### config.mk
export PLATFORM = sky130hd
export DESIGN_NAME = dataflow_perf_monitor
export DESIGN_NICKNAME = d
export VERILOG_FILES = /design/src/rtl/dataflow_perf_monitor.sv
export SDC_FILE = /design/constraint.sdc
export NUM_CORES = 2
export LEC_CHECK = 0
export ABC_AREA = 0
export CAP_MARGIN = 20
export CORE_MARGIN = 2
export CORE_UTILIZATION = 58
export DETAILED_ROUTE_END_ITERATION = 10
export DONT_BUFFER_PORTS = 1
export PLACE_DENSITY = 0.76
export SLEW_MARGIN = 20
export SYNTH_ARGS = -nofsm -noshare
export SYNTH_HDL_FRONTEND = slang
export SYNTH_SLANG_ARGS = --single-unit
### constraint.sdc
create_clock -name clock -period 28.3 [get_ports clock]
set_input_delay 7.075 -clock clock [delete_from_list [all_inputs] [get_ports clock]]
set_output_delay 7.075 -clock clock [all_outputs]
set_load 0.005 [all_outputs]
### src/rtl/dataflow_perf_monitor.sv
// Multi-channel ap_ctrl_chain performance monitor: per-channel latency, interval, stall and error statistics.
// Optional watchdog (per-channel timeout port and status bit 3) is enabled by defining DF_MONITOR_WATCHDOG_EN.
module dataflow_perf_monitor #(
    parameter int NUM_CH       = 4,
    parameter int CNT_W        = 32,
    parameter int TS_W         = 16,
    parameter int MAX_INFLIGHT = 4,
    parameter int TIMEOUT      = 1024,
    localparam int CH_W        = (NUM_CH > 1) ? $clog2(NUM_CH) : 1
) (
    input  logic              clock,
    input  logic              reset,
    input  logic              finish,
    input  logic              clear,
    input  logic [NUM_CH-1:0] ap_start,
    input  logic [NUM_CH-1:0] ap_ready,
    input  logic [NUM_CH-1:0] ap_done,
    input  logic [NUM_CH-1:0] ap_continue,
    input  logic [CH_W-1:0]   rd_ch,
    input  logic [2:0]        rd_sel,
    output logic [CNT_W-1:0]  rd_data,
    output logic [NUM_CH-1:0] busy,
    output logic [NUM_CH-1:0] err
`ifdef DF_MONITOR_WATCHDOG_EN
    ,
    output logic [NUM_CH-1:0] timeout
`endif
);

    localparam int PTR_W = (MAX_INFLIGHT > 1) ? $clog2(MAX_INFLIGHT) : 1;
    localparam int OCC_W = $clog2(MAX_INFLIGHT + 1);
    localparam logic [OCC_W-1:0] OCC_FULL = OCC_W'(MAX_INFLIGHT);
    localparam logic [PTR_W-1:0] PTR_LAST = PTR_W'(MAX_INFLIGHT - 1);

    if (NUM_CH < 1 || NUM_CH > 16 || MAX_INFLIGHT < 1 ||
        (MAX_INFLIGHT & (MAX_INFLIGHT - 1)) != 0 || TIMEOUT < 1) begin : g_param_check
        $error("dataflow_perf_monitor: illegal parameter combination");
    end

    typedef enum logic [1:0] {ST_IDLE, ST_BUSY, ST_ERR} ch_state_t;

    logic [TS_W-1:0]  ts;
    logic [TS_W-1:0]  fifo_mem      [NUM_CH][MAX_INFLIGHT];
    logic [PTR_W-1:0] rd_ptr        [NUM_CH];
    logic [PTR_W-1:0] wr_ptr        [NUM_CH];
    logic [OCC_W-1:0] occ           [NUM_CH];
    logic [OCC_W-1:0] occ_next      [NUM_CH];
    ch_state_t        state         [NUM_CH];
    logic [CNT_W-1:0] txn_count     [NUM_CH];
    logic [CNT_W-1:0] last_latency  [NUM_CH];
    logic [CNT_W-1:0] min_latency   [NUM_CH];
    logic [CNT_W-1:0] max_latency   [NUM_CH];
    logic [CNT_W-1:0] last_interval [NUM_CH];
    logic [CNT_W-1:0] interval_cnt  [NUM_CH];
    logic [CNT_W-1:0] stall_cycles  [NUM_CH];
    logic [CNT_W-1:0] latency       [NUM_CH];
    logic [NUM_CH-1:0] seen_start, ovf_flag, unf_flag, tmo;
    logic [NUM_CH-1:0] start_ev, done_ev, stall_ev, do_push, do_pop, ovf, unf, lat_valid;

    function automatic logic [CNT_W-1:0] sat_inc(input logic [CNT_W-1:0] v);
        return (&v) ? v : v + CNT_W'(1);
    endfunction

    function automatic logic [PTR_W-1:0] ptr_inc(input logic [PTR_W-1:0] p);
        return (p == PTR_LAST) ? '0 : p + PTR_W'(1);
    endfunction

    // A done with a simultaneous start on an empty FIFO is a zero-latency pass-through, not an underflow.
    always_comb begin
        for (int c = 0; c < NUM_CH; c++) begin
            start_ev[c]  = ap_start[c] & ap_ready[c];
            done_ev[c]   = ap_done[c] & ap_continue[c];
            stall_ev[c]  = ap_done[c] & ~ap_continue[c];
            do_pop[c]    = done_ev[c] & (occ[c] != '0);
            do_push[c]   = start_ev[c] & (done_ev[c] ? (occ[c] != '0) : (occ[c] != OCC_FULL));
            ovf[c]       = start_ev[c] & ~done_ev[c] & (occ[c] == OCC_FULL);
            unf[c]       = done_ev[c] & ~start_ev[c] & (occ[c] == '0);
            lat_valid[c] = done_ev[c] & ~unf[c];
            latency[c]   = (occ[c] == '0) ? '0 : CNT_W'(ts - fifo_mem[c][rd_ptr[c]]);
            occ_next[c]  = occ[c] + OCC_W'(do_push[c]) - OCC_W'(do_pop[c]);
        end
    end

    always_ff @(posedge clock) begin
        for (int c = 0; c < NUM_CH; c++) begin
            if (!reset && !clear && !finish && do_push[c])
                fifo_mem[c][wr_ptr[c]] <= ts;
        end
    end

    always_ff @(posedge clock or posedge reset) begin
        if (reset) begin
            ts   <= '0;
            busy <= '0;
            err  <= '0;
            seen_start <= '0;
            ovf_flag   <= '0;
            unf_flag   <= '0;
            for (int c = 0; c < NUM_CH; c++) begin
                state[c] <= ST_IDLE;
                occ[c] <= '0;
                rd_ptr[c] <= '0;
                wr_ptr[c] <= '0;
                txn_count[c] <= '0;
                last_latency[c] <= '0;
                min_latency[c] <= '1;
                max_latency[c] <= '0;
                last_interval[c] <= '0;
                interval_cnt[c] <= '0;
                stall_cycles[c] <= '0;
            end
        end else begin
            ts <= ts + TS_W'(1);
            for (int c = 0; c < NUM_CH; c++) begin
                if (clear) begin
                    busy[c] <= 1'b0;
                    err[c]  <= 1'b0;
                    seen_start[c] <= 1'b0;
                    ovf_flag[c]   <= 1'b0;
                    unf_flag[c]   <= 1'b0;
                    state[c] <= ST_IDLE;
                    occ[c] <= '0;
                    rd_ptr[c] <= '0;
                    wr_ptr[c] <= '0;
                    txn_count[c] <= '0;
                    last_latency[c] <= '0;
                    min_latency[c] <= '1;
                    max_latency[c] <= '0;
                    last_interval[c] <= '0;
                    interval_cnt[c] <= '0;
                    stall_cycles[c] <= '0;
                end else if (!finish) begin
                    occ[c] <= occ_next[c];
                    if (do_push[c]) wr_ptr[c] <= ptr_inc(wr_ptr[c]);
                    if (do_pop[c])  rd_ptr[c] <= ptr_inc(rd_ptr[c]);
                    if (done_ev[c]) txn_count[c] <= sat_inc(txn_count[c]);
                    if (stall_ev[c]) stall_cycles[c] <= sat_inc(stall_cycles[c]);
                    // Latency history is frozen once the channel has seen a protocol error.
                    if (lat_valid[c] && state[c] != ST_ERR) begin
                        last_latency[c] <= latency[c];
                        if (latency[c] < min_latency[c]) min_latency[c] <= latency[c];
                        if (latency[c] > max_latency[c]) max_latency[c] <= latency[c];
                    end
                    if (start_ev[c]) begin
                        if (seen_start[c]) last_interval[c] <= interval_cnt[c];
                        interval_cnt[c] <= CNT_W'(1);
                        seen_start[c]   <= 1'b1;
                    end else if (seen_start[c]) begin
                        interval_cnt[c] <= sat_inc(interval_cnt[c]);
                    end
                    if (ovf[c]) ovf_flag[c] <= 1'b1;
                    if (unf[c]) unf_flag[c] <= 1'b1;
                    if (ovf[c] || unf[c] || state[c] == ST_ERR)
                        state[c] <= ST_ERR;
                    else
                        state[c] <= (occ_next[c] != '0) ? ST_BUSY : ST_IDLE;
                    busy[c] <= (occ_next[c] != '0);
                    err[c]  <= (state[c] == ST_ERR) | ovf[c] | unf[c];
                end
            end
        end
    end

`ifdef DF_MONITOR_WATCHDOG_EN
    localparam int WD_W = $clog2(TIMEOUT + 1);
    localparam logic [WD_W-1:0] WD_LIMIT = WD_W'(TIMEOUT);

    logic [WD_W-1:0] idle_cnt [NUM_CH];

    always_ff @(posedge clock or posedge reset) begin
        if (reset) begin
            tmo <= '0;
            for (int c = 0; c < NUM_CH; c++) idle_cnt[c] <= '0;
        end else if (clear) begin
            tmo <= '0;
            for (int c = 0; c < NUM_CH; c++) idle_cnt[c] <= '0;
        end else if (!finish) begin
            for (int c = 0; c < NUM_CH; c++) begin
                if (done_ev[c]) begin
                    idle_cnt[c] <= '0;
                end else if (occ[c] != '0 && idle_cnt[c] != WD_LIMIT) begin
                    idle_cnt[c] <= idle_cnt[c] + WD_W'(1);
                    if (idle_cnt[c] == WD_LIMIT - WD_W'(1)) tmo[c] <= 1'b1;
                end
            end
        end
    end

    assign timeout = tmo;
`else
    assign tmo = '0;
`endif

    always_ff @(posedge clock or posedge reset) begin
        if (reset) begin
            rd_data <= '0;
        end else if (int'(rd_ch) >= NUM_CH) begin
            rd_data <= '0;
        end else begin
            case (rd_sel)
                3'd0:    rd_data <= txn_count[rd_ch];
                3'd1:    rd_data <= last_latency[rd_ch];
                3'd2:    rd_data <= min_latency[rd_ch];
                3'd3:    rd_data <= max_latency[rd_ch];
                3'd4:    rd_data <= last_interval[rd_ch];
                3'd5:    rd_data <= stall_cycles[rd_ch];
                3'd6:    rd_data <= CNT_W'(occ[rd_ch]);
                default: rd_data <= CNT_W'({tmo[rd_ch], unf_flag[rd_ch], ovf_flag[rd_ch], busy[rd_ch]});
            endcase
        end
    end

endmodule
### After elaboration in Yosys (flattened, before gate mapping)

Memory sizes are Yosys's and may differ from the RTL's.
Index checks and enable logic that the tools add are counted.

| word-level totals | value |
|---|---|
| word-level logic and storage cells | 664 |
| latch bits | 0 |
| RAM bits | 256 |
| input bits | 25 |
| output and inout bits | 40 |
| memories | 1 |
| register bits after elaboration | 1000 |
| memory bits (read-only) | 0 |

| operators by class | value |
|---|---|
| magnitude comparators | 22 |
| eq/ne operators | 43 |
| bitwise logic cells | 73 |
| shift operators | 0 |
| muxes and demuxes | 286 |
| reductions and logical operators | 146 |
| multiply operators | 0 |
| divide/modulo/power cells | 0 |
| $add $sub $neg | 33 |

Memory list:

| name | words | bits a word | read ports | clocked after memory_dff | write ports | RTL line | source |
|---|---|---|---|---|---|---|---|
| fifo_mem | 4 | 64 | 4 | 0 | 4 | 43 | `logic [TS_W-1:0] fifo_mem [NUM_CH][MAX_INFLIGHT];` |

Operator list:

| cell | count |
|---|---|
| 32-bit 2-to-1 mux | 128 |
| 32-bit by 1-bit adder with 32-bit output, second input constant | 12 |
| 32-bit binary-select mux with 2-bit select | 6 |
| 32-bit AND reduction | 12 |
| 64-bit 2-to-1 mux | 4 |
| 32-bit one-hot mux with 7 select lines | 1 |
| 16-bit 2-to-1 mux | 12 |
| 16-bit binary-select mux with 2-bit select | 4 |
| 16-bit demux with 2-bit select | 4 |
| 32-bit > comparator | 4 |
| 32-bit less-than comparator | 4 |
| 2-bit 2-to-1 mux | 44 |
| 2-bit nonzero test | 44 |
| 3-bit AND reduction | 24 |
| 1-bit 2-to-1 mux | 68 |
| 16-bit by 16-bit subtractor with 17-bit output | 4 |
| 2-bit AND reduction | 24 |
| 1-bit bitwise AND | 40 |
| 3-bit nonzero test | 12 |
| 3-bit 2-to-1 mux | 10 |
| 3-bit greater-or-equal comparator, second input constant | 9 |
| 2-bit inverter with 3-bit output | 9 |
| 2-bit == test, second input constant | 12 |
| 2-bit inequality test, second input constant | 12 |
| other kinds (19) | 100 |

### Longest topological paths before layout

| logic depth | value |
|---|---|
| depth after elaboration | 11 |
| mapped depth | 23 |
| mapped depth without buffers | 20 |

### Least setup slack after synthesis

No wires, ideal clock.

| timing path | value |
|---|---|
| kind | in2reg |
| start | input port reset |
| end | memory fifo_mem[0][0] (netlist name), enable pin |
| data required time | 27926 ps |
| path slack | 1246 ps |
| buffers on the path | 0 |
| setup time | 374 ps |
| stages | 4 |
| data arrival time | 26680 ps |
| cells stage by stage | inv_1 -> nand2_1 -> nor2_1 -> and2_1 |

RTL lines:

| element | RTL line | source |
|---|---|---|
| start, declared | 12 | `input logic reset,` |
| end, declared | 43 |  |

==> impl_metrics.tcl <==
set metrics [dict create \
    status "finished, violations left" \
    violations "slew limit" \
    post-route-min-period_ns 10.12 \
    hp-class "reg -> reg" \
    clkSinkCount 1076 \
    root_buffer "clkbuf_16" \
    grt_usage_pct 32.6 \
    fin_tns_setup_ns 0 \
    skew_ns 0.0449 \
    final_area_mm2 0.0632 \
    drive_above_1_share_pct 11.9 \
    start_kind "input pin" \
    synth_nets 5639 \
    die_area_mm2 0.103 \
    remaining_drc_errors 0 \
    cts_buffers 110 \
    powerDensity_mw_per_mm2 54.9 \
    syn_area_mm2 0.0580 \
    ys_types 112 \
    cpPeakStageDelay_ns 0.85 \
    antenna_found_initial 7 \
    overflow 0 \
    crit_top_cell "buf_4" \
    gp_congestion 0.962 \
    start_util_pct 58.7 \
    cp.required_ns 29.01 \
    dp.cells 6475 \
    relSlewSlack_pct -41.6 \
    fmax_mhz 98.8 \
    io_buffers 0 \
    clkTransAtPathRegs_ns 0.06 \
    coreArea_mm2 0.0987 \
    die_x_um 320 \
    die_y_um 320 \
    placedInstanceArea_mm2 0.0591 \
    path_buf_inv 5 \
    cts_hold_buffers 0 \
    routed_wirelength_um 166000 \
    syn2layout_area_growth_pct 8.95 \
    cts_resized 0 \
    tightest_slew_ns 2.12 \
    drv_slew 345 \
    crit_path_top_delay_cell "buf_4" \
    dp_slack_ns 17.21 \
    num_vias 43400 \
    finalNetCount 5571 \
    power.leakage_nw 26.4 \
    path_max_fanout 74 \
    hold_viol_final 0 \
    clkLatencyLatePin_ns 0.74 \
    ys_ff_latch 1076 \
    cts_tree "yes" \
    cp_top_family "buffers and inverters" \
    grt_max_degree 479 \
    h-tree-depth 3 \
    yosysTopAreaCellShare_pct 32.5 \
    ant_nets 0 \
    synth.area.top_cells "dfrtp_1 (32%), edfxtp_1 (13%), mux4_2 (8.6%)" \
    yosys_warnings 0 \
    setup_slack_ns 18.18 \
    setup_viol 0 \
    rows 115 \
    netlist_instances 5375 \
    synthArstFlopShare_pct 76.2 \
    grt_pass1_wl_um 254000 \
    rsz0062_at_grt "no" \
    crit_chain "clkinvlp_4, buf_4, buf_4, buf_4, buf_4" \
    vias_per_cell 6.49 \
    synth-seq-area-share_pct 48.8 \
    postCtsSetupBuffers 0 \
    most-common-layout-cells "dfrtp_1 (751), nor2_1 (572), nand2_1 (520)" \
    crit_type "in -> async" \
    finalNonFillerCells 6692 \
    endpoint_kind "asynchronous set/reset pin" \
    dpl.hpwl_um 116000 \
    avgSynthCellArea_um2 10.8 \
    maxCapViolations 0 \
    drt_iter0_markers 5535 \
    drtPass1Iterations 6 \
    fin_crit_sh_pct 35.8 \
    first_global_vias 41292 \
    mostFrequentLayoutCell "dfrtp_1" \
    yosys.area.top_type "dfrtp_1" \
    ir_worst_vdd_uv 53.2 \
    synth_edf_count 256 \
    cts_max_path_buffers 3 \
    wl_per_cell_um 24.8 \
    arrival_ns 10.83 \
    io_pins 65 \
    synthFlopType "dfrtp_1" \
]
## layout make-up
cell class                 count  area (µm²)
tap                         1287        1610
clock buffer                 160        3220
sequential                  1076       28300
multi-input combinational   3756       27600
clock inverter                46         713
inverter                     287        1080
antenna                        4        10.0
fill                        7503       35500
timing repair buffer          76         629
## metal layers
metal | wire [µm] | GRT usage [%] | vias to the layer above
met5 | 39 | 0 | -
met1 | 67600 | 46.6 | 21565
li1 | - | - | 19302
met2 | 71400 | 46.6 | 2112
met4 | 8620 | 15.0 | 6
met3 | 18300 | 8.71 | 415
## stage by stage
step | power [W] | hold WS (ns) | util [%]
6_report | 0.00347 | 0.474 | 64.0
5_1_grt | 0.00357 | 0.514 | 64.0
4_1_cts | 0.00347 | 0.476 | 63.9
3_5_place_dp | 0.00191 | 0.462 | 59.9
3_3_place_gp | 0.00191 | 0.454 | 59.9
2_1_floorplan | 0.00185 | 0.441 | -
## cells in the mapped netlist, types with 49 or more instances
| cell | count |
|---|---|
| nor2_1 | 576 |
| nand2_1 | 520 |
| inv_1 | 286 |
| mux2i_1 | 99 |
| o211ai_1 | 50 |
| xor2_1 | 199 |
| o21ai_0 | 207 |
| nand4_1 | 99 |
| and2_1 | 49 |
| xnor2_1 | 157 |
| and3_1 | 80 |
| nand3_1 | 220 |
| dfrtp_1 | 752 |
| edfxtp_1 | 256 |
| a21oi_1 | 288 |
| nor3_1 | 102 |
| or3_1 | 80 |
| dfstp_2 | 68 |
| clkbuf_1 | 185 |
| a22o_1 | 105 |
| mux4_2 | 221 |
| ha_1 | 231 |
## flip-flops by register name, indices dropped and copies added (netlist names), 8 cells and up
name           count
fifo_mem         256
interval_cnt     128
last_interval    128
stall_cycles     128
txn_count        128
last_latency      68
max_latency       68
min_latency       68
rd_data           32
ts                16
occ               12
rd_ptr             8
state              8
wr_ptr             8
## report_power, final
| group | switching, W | internal (W) |
|---|---|---|
| combinational | 0.000182 | 0.0000883 |
| sequential | 0.0000203 | 0.00160 |
| clock | 0.000636 | 0.000937 |
| total | 0.000839 | 0.00263 |
## kinds of logic (layout without fill, tap and decap cells)
group	after synthesis	after routing	synth area share, %
AOI/OAI and AO/OA	948	948	10.9
xor gates and xnor gates	356	356	5.38
adders and majority gates	240	240	5.28
buffers and inverters	543	569	3.79
DFF	1076	1076	48.8
muxes	326	326	10.4
other	0	4	0
and+or+nand+nor	1886	1886	15.4
## worst min-delay path: cells and delay by family, from the launching register on
kind / cells / cell delay (ns)
AO/OA/AOI/OAI: 1 / 0.06
flip-flops: 1 / 0.34
AND/OR/NAND/NOR: 1 / 0.04
## final timing paths
path | startpoint | end | slack [ns] | cells past startpoint
min | state[2] | state[2] | 0.47 | 2
max | reset | last_interval[51] | 18.18 | 5
min reg2reg | state[2] | state[2] | 0.47 | 2
max reg2reg | rd_ptr[5] | min_latency[67] | 21.91 | 16
min in group asynchronous | reset | max_latency[100] | 6.31 | 1
max in group clock | ap_done[1] | min_latency[67] | 18.38 | 7
(Power assumes the default switching activity.)
